## config.mk

```make
export PLATFORM = sky130hd
export DESIGN_NAME = fpa_round_pack
export DESIGN_NICKNAME = d
export VERILOG_FILES = /design/src/rtl/fpa_pkg.sv /design/src/rtl/fpa_rne_round.sv /design/src/rtl/fpa_round_pack.sv
export SDC_FILE = /design/constraint.sdc
export NUM_CORES = 1
export LEC_CHECK = 0
export ABC_AREA = 0
export CELL_PAD_IN_SITES_DETAIL_PLACEMENT = 2
export CELL_PAD_IN_SITES_GLOBAL_PLACEMENT = 2
export CORE_ASPECT_RATIO = 2
export CORE_MARGIN = 3
export CORE_UTILIZATION = 26
export CTS_BUF_LIST = sky130_fd_sc_hd__clkbuf_4
export DETAILED_ROUTE_END_ITERATION = 7
export DONT_BUFFER_PORTS = 1
export PLACE_DENSITY_LB_ADDON = 0.1
export SLEW_MARGIN = 20
export SYNTH_ARGS = -nofsm -noshare
export SYNTH_HDL_FRONTEND = slang
export SYNTH_SLANG_ARGS = --single-unit
```

## constraint.sdc

```tcl
create_clock -name clk -period 8.7 [get_ports clk]
set_input_delay 0.435 -clock clk [delete_from_list [all_inputs] [get_ports clk]]
set_output_delay 0.435 -clock clk [all_outputs]
set_load 0.03 [all_outputs]
```

## src/rtl/fpa_pkg.sv

```systemverilog
// Shared types and constants for the floating-point round/pack back end.
package fpa_pkg;

    localparam int unsigned FPA_EXP_W     = 10;
    localparam int unsigned MANT_W        = 28;
    localparam int unsigned FRAC_W        = 23;

    // Bit positions inside the 28-bit working mantissa.
    localparam int unsigned MANT_CARRY    = 27;
    localparam int unsigned MANT_HIDDEN   = 26;
    localparam int unsigned MANT_FRAC_LSB = 3;
    localparam int unsigned MANT_G        = 2;
    localparam int unsigned MANT_R        = 1;
    localparam int unsigned MANT_S        = 0;

    localparam int          BIAS          = 127;
    localparam int          EXP_MAX       = 2 * BIAS + 1;
    localparam int          CLAMP_EXP     = -26;
    localparam logic [31:0] QNAN          = 32'h7FC0_0000;

    typedef enum logic [1:0] {
        FPA_NORMAL = 2'd0,
        FPA_ZERO   = 2'd1,
        FPA_INF    = 2'd2,
        FPA_NAN    = 2'd3
    } fpa_class_t;

    typedef struct packed {
        logic                        sign;
        logic signed [FPA_EXP_W-1:0] exp;
        logic [MANT_W-1:0]           mant;
        fpa_class_t                  cls;
    } fpa_unpacked_t;

    // Fixed encodings for the non-NORMAL classes; NaN is always canonical.
    function automatic logic [31:0] fpa_pack_special(input fpa_class_t cls, input logic sign);
        logic [31:0] word;
        word = '0;
        case (cls)
            FPA_ZERO: word = {sign, 31'b0};
            FPA_INF:  word = {sign, 8'hFF, 23'b0};
            FPA_NAN:  word = QNAN;
            default:  word = '0;
        endcase
        return word;
    endfunction

endpackage

```

## src/rtl/fpa_rne_round.sv

```systemverilog
// Round-to-nearest-even on the normalized working mantissa.
module fpa_rne_round
    import fpa_pkg::*;
#(
    parameter int unsigned EXP_W = FPA_EXP_W
) (
    input  logic [MANT_HIDDEN:0]    mant_i,
    input  logic signed [EXP_W-1:0] exp_i,
    output logic [FRAC_W-1:0]       frac_c,
    output logic signed [EXP_W-1:0] exp_c,
    output logic                    hidden_c,
    output logic                    carry_c,
    output logic                    inexact_c
);

    localparam int unsigned SUM_W = MANT_HIDDEN - MANT_FRAC_LSB + 2;
    localparam logic signed [EXP_W-1:0] EXP_ONE = EXP_W'(1);

    logic             inc;
    logic [SUM_W-1:0] sum;

    // Increment {hidden, fraction} on G and (R | S | LSB); a carry-out means 10.000.. -> 1.000.. at exp+1.
    always_comb begin
        inc       = mant_i[MANT_G] & (mant_i[MANT_R] | mant_i[MANT_S] | mant_i[MANT_FRAC_LSB]);
        sum       = {1'b0, mant_i[MANT_HIDDEN:MANT_FRAC_LSB]} + SUM_W'(inc);
        carry_c   = sum[SUM_W-1];
        hidden_c  = sum[SUM_W-2];
        frac_c    = sum[FRAC_W-1:0];
        exp_c     = sum[SUM_W-1] ? (exp_i + EXP_ONE) : exp_i;
        inexact_c = mant_i[MANT_G] | mant_i[MANT_R] | mant_i[MANT_S];
    end

endmodule

```

## src/rtl/fpa_round_pack.sv

```systemverilog
// Normalizes, rounds (RNE) and packs an unpacked FP result into IEEE-754 single.
module fpa_round_pack
    import fpa_pkg::*;
#(
    parameter int unsigned EXP_W      = FPA_EXP_W,
    parameter int unsigned MAX_LSHIFT = 26
) (
    input  logic                    clk,
    input  logic                    rst,
    input  logic                    in_valid,
    output logic                    in_ready,
    input  logic [1:0]              in_class,
    input  logic                    in_sign,
    input  logic signed [EXP_W-1:0] in_exp,
    input  logic [MANT_W-1:0]       in_mant,
    output logic                    out_valid,
    input  logic                    out_ready,
    output logic [31:0]             out_number,
    output logic [2:0]              out_flags
);

    localparam int unsigned CNT_W = $clog2(MAX_LSHIFT + 1);
    localparam logic signed [FPA_EXP_W-1:0] EXP_ONE   = FPA_EXP_W'(1);
    localparam logic signed [FPA_EXP_W-1:0] EXP_OVF   = FPA_EXP_W'(EXP_MAX);
    localparam logic signed [EXP_W-1:0]     EXP_CLAMP = EXP_W'(CLAMP_EXP);

    typedef enum logic [1:0] {
        ST_IDLE  = 2'd0,
        ST_NORM  = 2'd1,
        ST_ROUND = 2'd2,
        ST_OUT   = 2'd3
    } state_t;

    state_t                      state_q, state_d;
    logic                        sign_q, sign_d;
    logic signed [FPA_EXP_W-1:0] exp_q, exp_d;
    logic [MANT_W-1:0]           mant_q, mant_d;
    logic [CNT_W-1:0]            cnt_q, cnt_d;
    logic                        in_ready_q, in_ready_d;
    logic                        out_valid_q, out_valid_d;
    logic [31:0]                 number_q, number_d;
    logic [2:0]                  flags_q, flags_d;

    fpa_unpacked_t               bundle_c;

    logic [FRAC_W-1:0]           rnd_frac;
    logic signed [FPA_EXP_W-1:0] rnd_exp;
    logic                        rnd_hidden;
    logic                        rnd_carry;
    logic                        rnd_inexact;
    logic                        rnd_norm;

    // Incoming operand bundle, with far-subnormal inputs collapsed to a lone sticky bit.
    always_comb begin
        bundle_c.sign = in_sign;
        bundle_c.cls  = fpa_class_t'(in_class);
        bundle_c.exp  = FPA_EXP_W'(in_exp);
        bundle_c.mant = in_mant;
        if (in_exp < EXP_CLAMP) begin
            bundle_c.exp  = EXP_ONE;
            bundle_c.mant = {{(MANT_W-1){1'b0}}, |in_mant};
        end
    end

    fpa_rne_round #(
        .EXP_W (FPA_EXP_W)
    ) u_rne_round (
        .mant_i    (mant_q[MANT_HIDDEN:0]),
        .exp_i     (exp_q),
        .frac_c    (rnd_frac),
        .exp_c     (rnd_exp),
        .hidden_c  (rnd_hidden),
        .carry_c   (rnd_carry),
        .inexact_c (rnd_inexact)
    );

    // After a rounding carry the value is 1.0 at exp+1, so it is normal.
    assign rnd_norm = rnd_carry | rnd_hidden;

    // Next-state, datapath and output-register updates.
    always_comb begin
        state_d     = state_q;
        sign_d      = sign_q;
        exp_d       = exp_q;
        mant_d      = mant_q;
        cnt_d       = cnt_q;
        in_ready_d  = in_ready_q;
        out_valid_d = out_valid_q;
        number_d    = number_q;
        flags_d     = flags_q;

        case (state_q)
            ST_IDLE: begin
                if (in_valid && in_ready_q) begin
                    in_ready_d = 1'b0;
                    cnt_d      = '0;
                    sign_d     = bundle_c.sign;
                    exp_d      = bundle_c.exp;
                    mant_d     = bundle_c.mant;
                    if (bundle_c.cls == FPA_NORMAL) begin
                        state_d = ST_NORM;
                    end else begin
                        number_d    = fpa_pack_special(bundle_c.cls, bundle_c.sign);
                        flags_d     = 3'b000;
                        out_valid_d = 1'b1;
                        state_d     = ST_OUT;
                    end
                end
            end

            ST_NORM: begin
                if (mant_q[MANT_CARRY] || (exp_q < EXP_ONE)) begin
                    mant_d = {1'b0, mant_q[MANT_W-1:2], mant_q[1] | mant_q[0]};
                    exp_d  = exp_q + EXP_ONE;
                end else if (!mant_q[MANT_HIDDEN] && (|mant_q[MANT_HIDDEN:0]) &&
                             (exp_q > EXP_ONE) && (cnt_q < CNT_W'(MAX_LSHIFT))) begin
                    mant_d = {mant_q[MANT_W-2:0], 1'b0};
                    exp_d  = exp_q - EXP_ONE;
                    cnt_d  = cnt_q + CNT_W'(1);
                end else begin
                    state_d = ST_ROUND;
                end
            end

            ST_ROUND: begin
                if (rnd_exp >= EXP_OVF) begin
                    number_d = {sign_q, 8'hFF, {FRAC_W{1'b0}}};
                    flags_d  = 3'b101;
                end else begin
                    number_d = {sign_q, (rnd_norm ? rnd_exp[7:0] : 8'h00), rnd_frac};
                    flags_d  = {1'b0, !mant_q[MANT_HIDDEN] & rnd_inexact, rnd_inexact};
                end
                out_valid_d = 1'b1;
                state_d     = ST_OUT;
            end

            ST_OUT: begin
                if (out_ready) begin
                    out_valid_d = 1'b0;
                    in_ready_d  = 1'b1;
                    state_d     = ST_IDLE;
                end
            end

            default: begin
                state_d = ST_IDLE;
            end
        endcase
    end

    // State and output registers; reset discards any bundle in flight.
    always_ff @(posedge clk or negedge rst) begin
        if (!rst) begin
            state_q     <= ST_IDLE;
            sign_q      <= 1'b0;
            exp_q       <= '0;
            mant_q      <= '0;
            cnt_q       <= '0;
            in_ready_q  <= 1'b1;
            out_valid_q <= 1'b0;
            number_q    <= '0;
            flags_q     <= '0;
        end else begin
            state_q     <= state_d;
            sign_q      <= sign_d;
            exp_q       <= exp_d;
            mant_q      <= mant_d;
            cnt_q       <= cnt_d;
            in_ready_q  <= in_ready_d;
            out_valid_q <= out_valid_d;
            number_q    <= number_d;
            flags_q     <= flags_d;
        end
    end

    assign in_ready   = in_ready_q;
    assign out_valid  = out_valid_q;
    assign out_number = number_q;
    assign out_flags  = flags_q;

endmodule

```

Word-level counts from Yosys, hierarchy flattened
Index checks and enable logic that the tools add are counted.
W data, S select, Z words.
Storage, ports and cells
  RAM bits: 0
  flip-flop bits (word level): 83
  latch bits: 0
  memories: 0
  input bits: 45
  output and inout port bits: 37
  word-level logic and storage cells: 96
  ROM bits: 0
Operators by class
  equal/unequal tests: 13
  shift-type cells: 0
  multiplexer cells: 37
  divide/modulo/power cells: 0
  $lt $le $gt $ge: 5
  add/subtract/negate cells: 4
  bitwise operators: 7
  multiply operators: 0
  reduce and logical (&&, ||, !) cells: 21
Operators by type and width (count)
  $pmux W32 S3: 1
  $mux W28: 3
  $mux W32: 2
  $pmux W32 S2: 1
  $pmux W28 S2: 1
  $mux W10: 4
  $mux W38: 1
  $mux W31: 1
  $reduce_or A28 Y1: 1
  $reduce_or A27 Y1: 1
  $add A24 B1 Y25: 1
  $pmux W10 S2: 1
  $mux W5: 3
  $ne A2 B2 Y1 const B: 6
  $reduce_and A4 Y1: 3
  $add A10 B2 Y10 const B: 1
  $ge A10 B9 Y1 const B: 1
  $gt A10 B2 Y1 const B: 1
  $lt A10 B2 Y1 const B: 1
  $lt A10 B6 Y1 const B: 1
  $mux W2: 5
  $pmux W5 S2: 1
  $sub A10 B2 Y10 const B: 1
  $mux W3: 3
  other kinds (21): 42

Longest topological paths before layout
  depth after elaboration: 8
  mapped depth: 12
  mapped depth without buffers: 9

By module
A second synthesis with hierarchy kept.
Unflattened totals
  cells, all modules: 577
  area, all modules: 5217.5 µm²
Modules (own cells, without submodules)
  fpa_round_pack: sequential area each 2078.2 µm², area an instance 4489.3 µm², cells each 471, times used 1
  fpa_rne_round: sequential area each 0.0 µm², area an instance 728.2 µm², cells each 106, times used 1

Worst setup path before layout
OpenSTA, ideal clock, no wires.
  path kind: register to register
  start point: reg exp_q[0]
  end point: reg mant_q[10]
  library setup time: 0.125 ns
  arrival: 2.669 ns
  clock period less this slack: 2.794 ns
  setup slack: 5.906 ns
  cell stages (with the launch flop): 13
  data required time: 8.575 ns
  buffers on the path: 4
  cell sequence: dfrtp_1 > clkbuf_1 > inv_1 > ha_1 > or3b_2 > clkbuf_1 > o31ai_1 > nand2_1 > o211ai_4 > and2_4 > buf_6 > buf_6 > mux2_4
On the way
  word-level cells in the longest chain between the ends: 5
  elaborated cells on any way between the ends: 9
  those cells by class: 2 x order compare; 1 x eq/ne; 2 x mux; 4 x reduce/logical
Ends and longest elaborated chain
  from (decl): line fpa_round_pack.sv:36  | logic signed [FPA_EXP_W-1:0] exp_q, exp_d;
  from (signal assigned): line fpa_round_pack.sv:166  | exp_q <= exp_d;
  $gt A10 B2 Y1: line fpa_round_pack.sv:116  | (exp_q > EXP_ONE) && (cnt_q < CNT_W'(MAX_LSHIFT))) begin
  $logic_and A1 B1 Y1: line fpa_round_pack.sv:115  | end else if (!mant_q[MANT_HIDDEN] && (|mant_q[MANT_HIDDEN:0]) &&
  $logic_and A1 B1 Y1: line fpa_round_pack.sv:116
  $ne A3 B3 Y1 (no source line)
  $reduce_and A3 Y1 (no source line)
  to (signal assigned): line fpa_round_pack.sv:167  | mant_q <= mant_d;
  to (decl): line fpa_round_pack.sv:37  | logic [MANT_W-1:0] mant_q, mant_d;
Parallel ways exist; a longest one is shown, timed or not.
A chain may end at the register's enable or synchronous reset.

Worst setup path after layout
  start point: reg state_q[1]
  end point: reg mant_q[22]
On the way
  word-level cells in the longest chain between the ends: 3
  elaborated cells on any way between the ends: 7
  those cells by class: 3 x eq/ne; 1 x mux; 3 x reduce/logical
Ends and longest elaborated chain
  from (decl): line fpa_round_pack.sv:34  | state_t state_q, state_d;
  from (signal assigned): line fpa_round_pack.sv:164  | state_q <= state_d;
  $eq A2 B1 Y1 / $logic_not A2 Y1 (equally long branches): line fpa_round_pack.sv:92  | case (state_q)
  $ne A3 B3 Y1 (no source line), or another cell as far along
  $reduce_and A3 Y1 (no source line)
Parallel ways exist; a longest one is shown, timed or not.

==> results.md <==
* Status: finished, final reports clean
* Setup repair after global routing missed its margin: no
* Row cnt at 76
* R2R setup slack at 4.01 ns
* Final routed DRC violation total at 0
* Clock tree skew after final layout at roughly 0.021 ns
* Top-count cell post-synth: dfrtp_1
* Net Count, Synth at around 700
* Nature of the critical path endpoint: flip-flop
* Post-layout min period at 4.69 ns
* Series of cell instances along the critical path: inv_1 > ha_1 > clkinv_1 > nor4_1 > o21ai_1 > o211ai_4 > and2_4 > mux2_2
* Largest family of logic cells by synthesized area: simple AND/OR/NAND/NOR gates
* Final-layout setup total negative slack at 0 ns
* Total routed wire length on the met1 layer at between 7 and 8 mm
* Fraction of final layout cells with drive strength greater than 1 at 0.108
* Static Leakage at between 0.002 and 0.003 uW
* Die span in y at approximately 220 microns
* Clock tree from TritonCTS: done
* H-Tree Level Count at 3
* Number of enable-type register cells in the synthesized netlist at 0
* Utilization of the core after routing at 0.281
* Overflow after GRT at 0
* Length of routed met3 wiring at 590 microns
* Synth top cells by count: 82 x dfrtp_1, 71 x nand2_1, 54 x o21ai_0
* Library cell occupying the most area in the post-synthesis netlist: dfrtp_1
* Post-route worst hold slack at around 0.1 ns
* Cell with the largest stage delay on the worst path: clkinv_1
* Number of endpoints with negative hold slack in the final report at 0
* Antenna violations before repair at 1
* Number of max-slew violations in the final report at 0
* Number of I/O port buffers at 0
* Transition at the pin with the smallest max-transition slack at 1.00 ns
* Wire length per cell after detailed routing at around 26 microns
* Prevailing post-synth register cell: dfrtp_1
* Number of library cell types mapped by synthesis at 67
* Xor-xnor portion of the synthesized cell area at 0.0381
* Type of element launching the critical path: flip-flop
* Die Outline Area at approximately 24,000 sq um
* Share of synthesized area occupied by flip-flops and latches at 0.361
* Max_slew headroom at 0.327
* Pre-CTS setup slack at approximately 3.9 ns
* First-pass GRT wire length at approximately 35 mm
* Cell types occupying the most area after synthesis: dfrtp_1 36%, mux2_4 5.2%, o21ai_0 4.7%, nand2_1 4.6%, mux2i_1 4.5%
* Number of global-route vias before repair at between 5,000 and 6,000
* Count of endpoints failing setup in the final report at 0
* Routability-driven placement congestion ratio at 0.777
* FF/Latch Area at slightly above 2000 sq um
* Per-cell via count in the routed design at approximately 5.7
* Final Net Count at about 660
* Die extent in x at roughly 110 microns
* Setup fix buffers added after clock tree synthesis at 0
* Final worst slack at 4.01 ns
* Area growth from synthesis to final layout at 5.81%
* Fmax achieved at ~210 MHz
* Number of sinks handled by clock tree synthesis at 83
* Fraction of the mapped netlist area in adder cells at 0.0218
* Delay of the slowest cell on the worst path at approximately 1 ns
* Clock Tree Buf Depth at 2
* GRT Overall Usage at 0.190
* Overall power after layout at about 660 uW
* Master cell of the clock root buffer: clkbuf_4
* Cell count after synthesis at roughly 640
* Number of buffers inserted during clock tree synthesis at 9
* Fraction of synthesized cell area taken by the top area cell type at 0.357
* Number of synthesized register bits at between 80 and 90
* Top layer used by detailed routing: met4
* Mean area per synthesized cell at approximately 8.9 sq um
* Clock latency on the worst-skew pair at between 0.5 and 0.6 ns
* Remaining number of nets flagged by the antenna check after routing at 0
* Compound-gate portion of the synthesized area at 0.198
* PwrDens at 108 nW/um^2
* Post-detailed-routing wire length at around 23 mm
* Multi-input logic area at between 3000 and 4000 sq um
* Clock edge transition at the registers on the reported setup and hold paths at 0.13 ns
* Biggest fanout along the worst timing path at 37
* Yosys warning count at 0
* Vias after detailed routing at 5,050
* Number of iterations in the first detailed-routing pass at 7
* Tcrit/Tclk final at 0.539
* Iteration-0 DRC Markers at between 150 and 200
* Start-to-end type of the worst setup path: reg2reg
* Maximum number of pins on one net before global-route repair at 84
* Filler Cell Count at 2,486
* Async set-reset flop share out of synthesis at 1.00
* Standard cell core area at between 20,000 and 25,000 sq um
* Count of maximum capacitance violations at 0
* Mapped Area at around 5700 sq um
* Simple-Gate Fraction of Synth Area at 0.217
* Tightest Hold Check Type: in2reg
* Mux contribution to synthesized area at 0.109
* Starting Density at 0.265
* Critical path required time at 9.11 ns
* Worst ir drop on vdd at around 0.00005 V
* Met2 WL post-DR at about 13 mm
* Top-level port count at 82
* Worst endpoint data arrival time at between 5 and 6 ns
* Final HPWL DP at about 17 mm
## cell families (layout without fill, tap and decap cells)
family          Yosys count  after routing
compound gates          167            167
xor+xnor                 25             25
simple gates            235            235
flops                    83             83
fa+ha+maj                10             10
other cells               0              1
mux                      52             52
buf+inv                  71             40
## cell type report
cell class / instances / share of cell area
multi-input cells: 489 / 0.555
flip-flops and latches: 83 / 0.342
well taps: 273 / 0.0561
repair buffers: 11 / 0.0177
clock buffers: 9 / 0.0111
clock inverters: 6 / 0.00946
inverters: 14 / 0.00864
diodes: 1 / 0.000411
## per-layer routing
| metal | vias to the layer above | global-route usage |
|---|---|---|
| li1 | 2310 | - |
| met1 | 2599 | 0.183 |
| met2 | 96 | 0.380 |
| met3 | 45 | 0.0313 |
| met4 | 0 | 0.0962 |
| met5 | - | 0 |
## path summary, 6_finish.rpt
check,startpoint,to,depth (start not counted)
max,state_q[1],mant_q[22],8
min,in_mant[26],mant_q[26],2
max reg2reg,state_q[1],mant_q[22],8
min reg2reg,sign_q,sign_q,1
max in group asynchronous,rst,out_number[28],2
min in group asynchronous,rst,mant_q[7],2
## where the power goes
part	internal, uW	switching (uW)	leakage [uW]	total (uW)
Combinational	8.74	20.2	0.00135	28.9
Sequential	386	0	0.00113	386
Clock	84.0	157	0.0000730	241
Total	479	177	0.00256	655
## metrics by stage
stage | instances | cell area [sq um]
after floorplan | 643 | 5750
after global placement | 867 | 5910
after detailed placement | 867 | 5910
after CTS | 885 | 6080
after global routing | 886 | 6080
final | 886 | 6080
## critical path, delay by kind of cell, from the launching register on
family / cells / cell delay [ns]
AND/OR/NAND/NOR: 2 / 1.16
flip-flops: 1 / 0.44
multiplexers: 1 / 0.40
AO/OA/AOI/OAI: 2 / 0.79
buffers and inverters: 2 / 1.13
adder cells (fa/ha/maj): 1 / 0.64
## registers in the layout, indices dropped and copies added, names as in the netlist
| name | count |
|---|---|
| exp_q | 10 |
| mant_q | 28 |
| out_number | 32 |
| state_q | 2 |
| out_flags | 3 |
| out_valid | 1 |
| sign_q | 1 |
| in_ready | 1 |
| cnt_q | 5 |
## cell usage in the layout, fill, tap and decap left out, types with 4 or more instances in the layout
master,instances
dfrtp_1,82
nand2_1,71
o21ai_0,54
a21oi_1,32
nor2_1,29
mux2i_1,26
nor4_1,25
a32o_1,22
nand4_1,21
nor3_1,20
mux2_4,20
xnor2_1,16
nand3_1,15
inv_1,13
ha_1,10
and3_1,9
xor2_1,9
clkbuf_4,9
nor3b_1,8
o211ai_1,8
buf_4,8
o21a_1,7
and2_1,6
nand2b_1,6
mux2_2,6
a22o_1,5
a31oi_1,4
o2bb2ai_1,4
o41ai_1,4
## repair_timing
action	CTS	global route
endpoints found under the hold margin	84	0
resized for setup	0	0
hold buffers	3	0
Note: power is estimated with default switching activity, not from simulation.
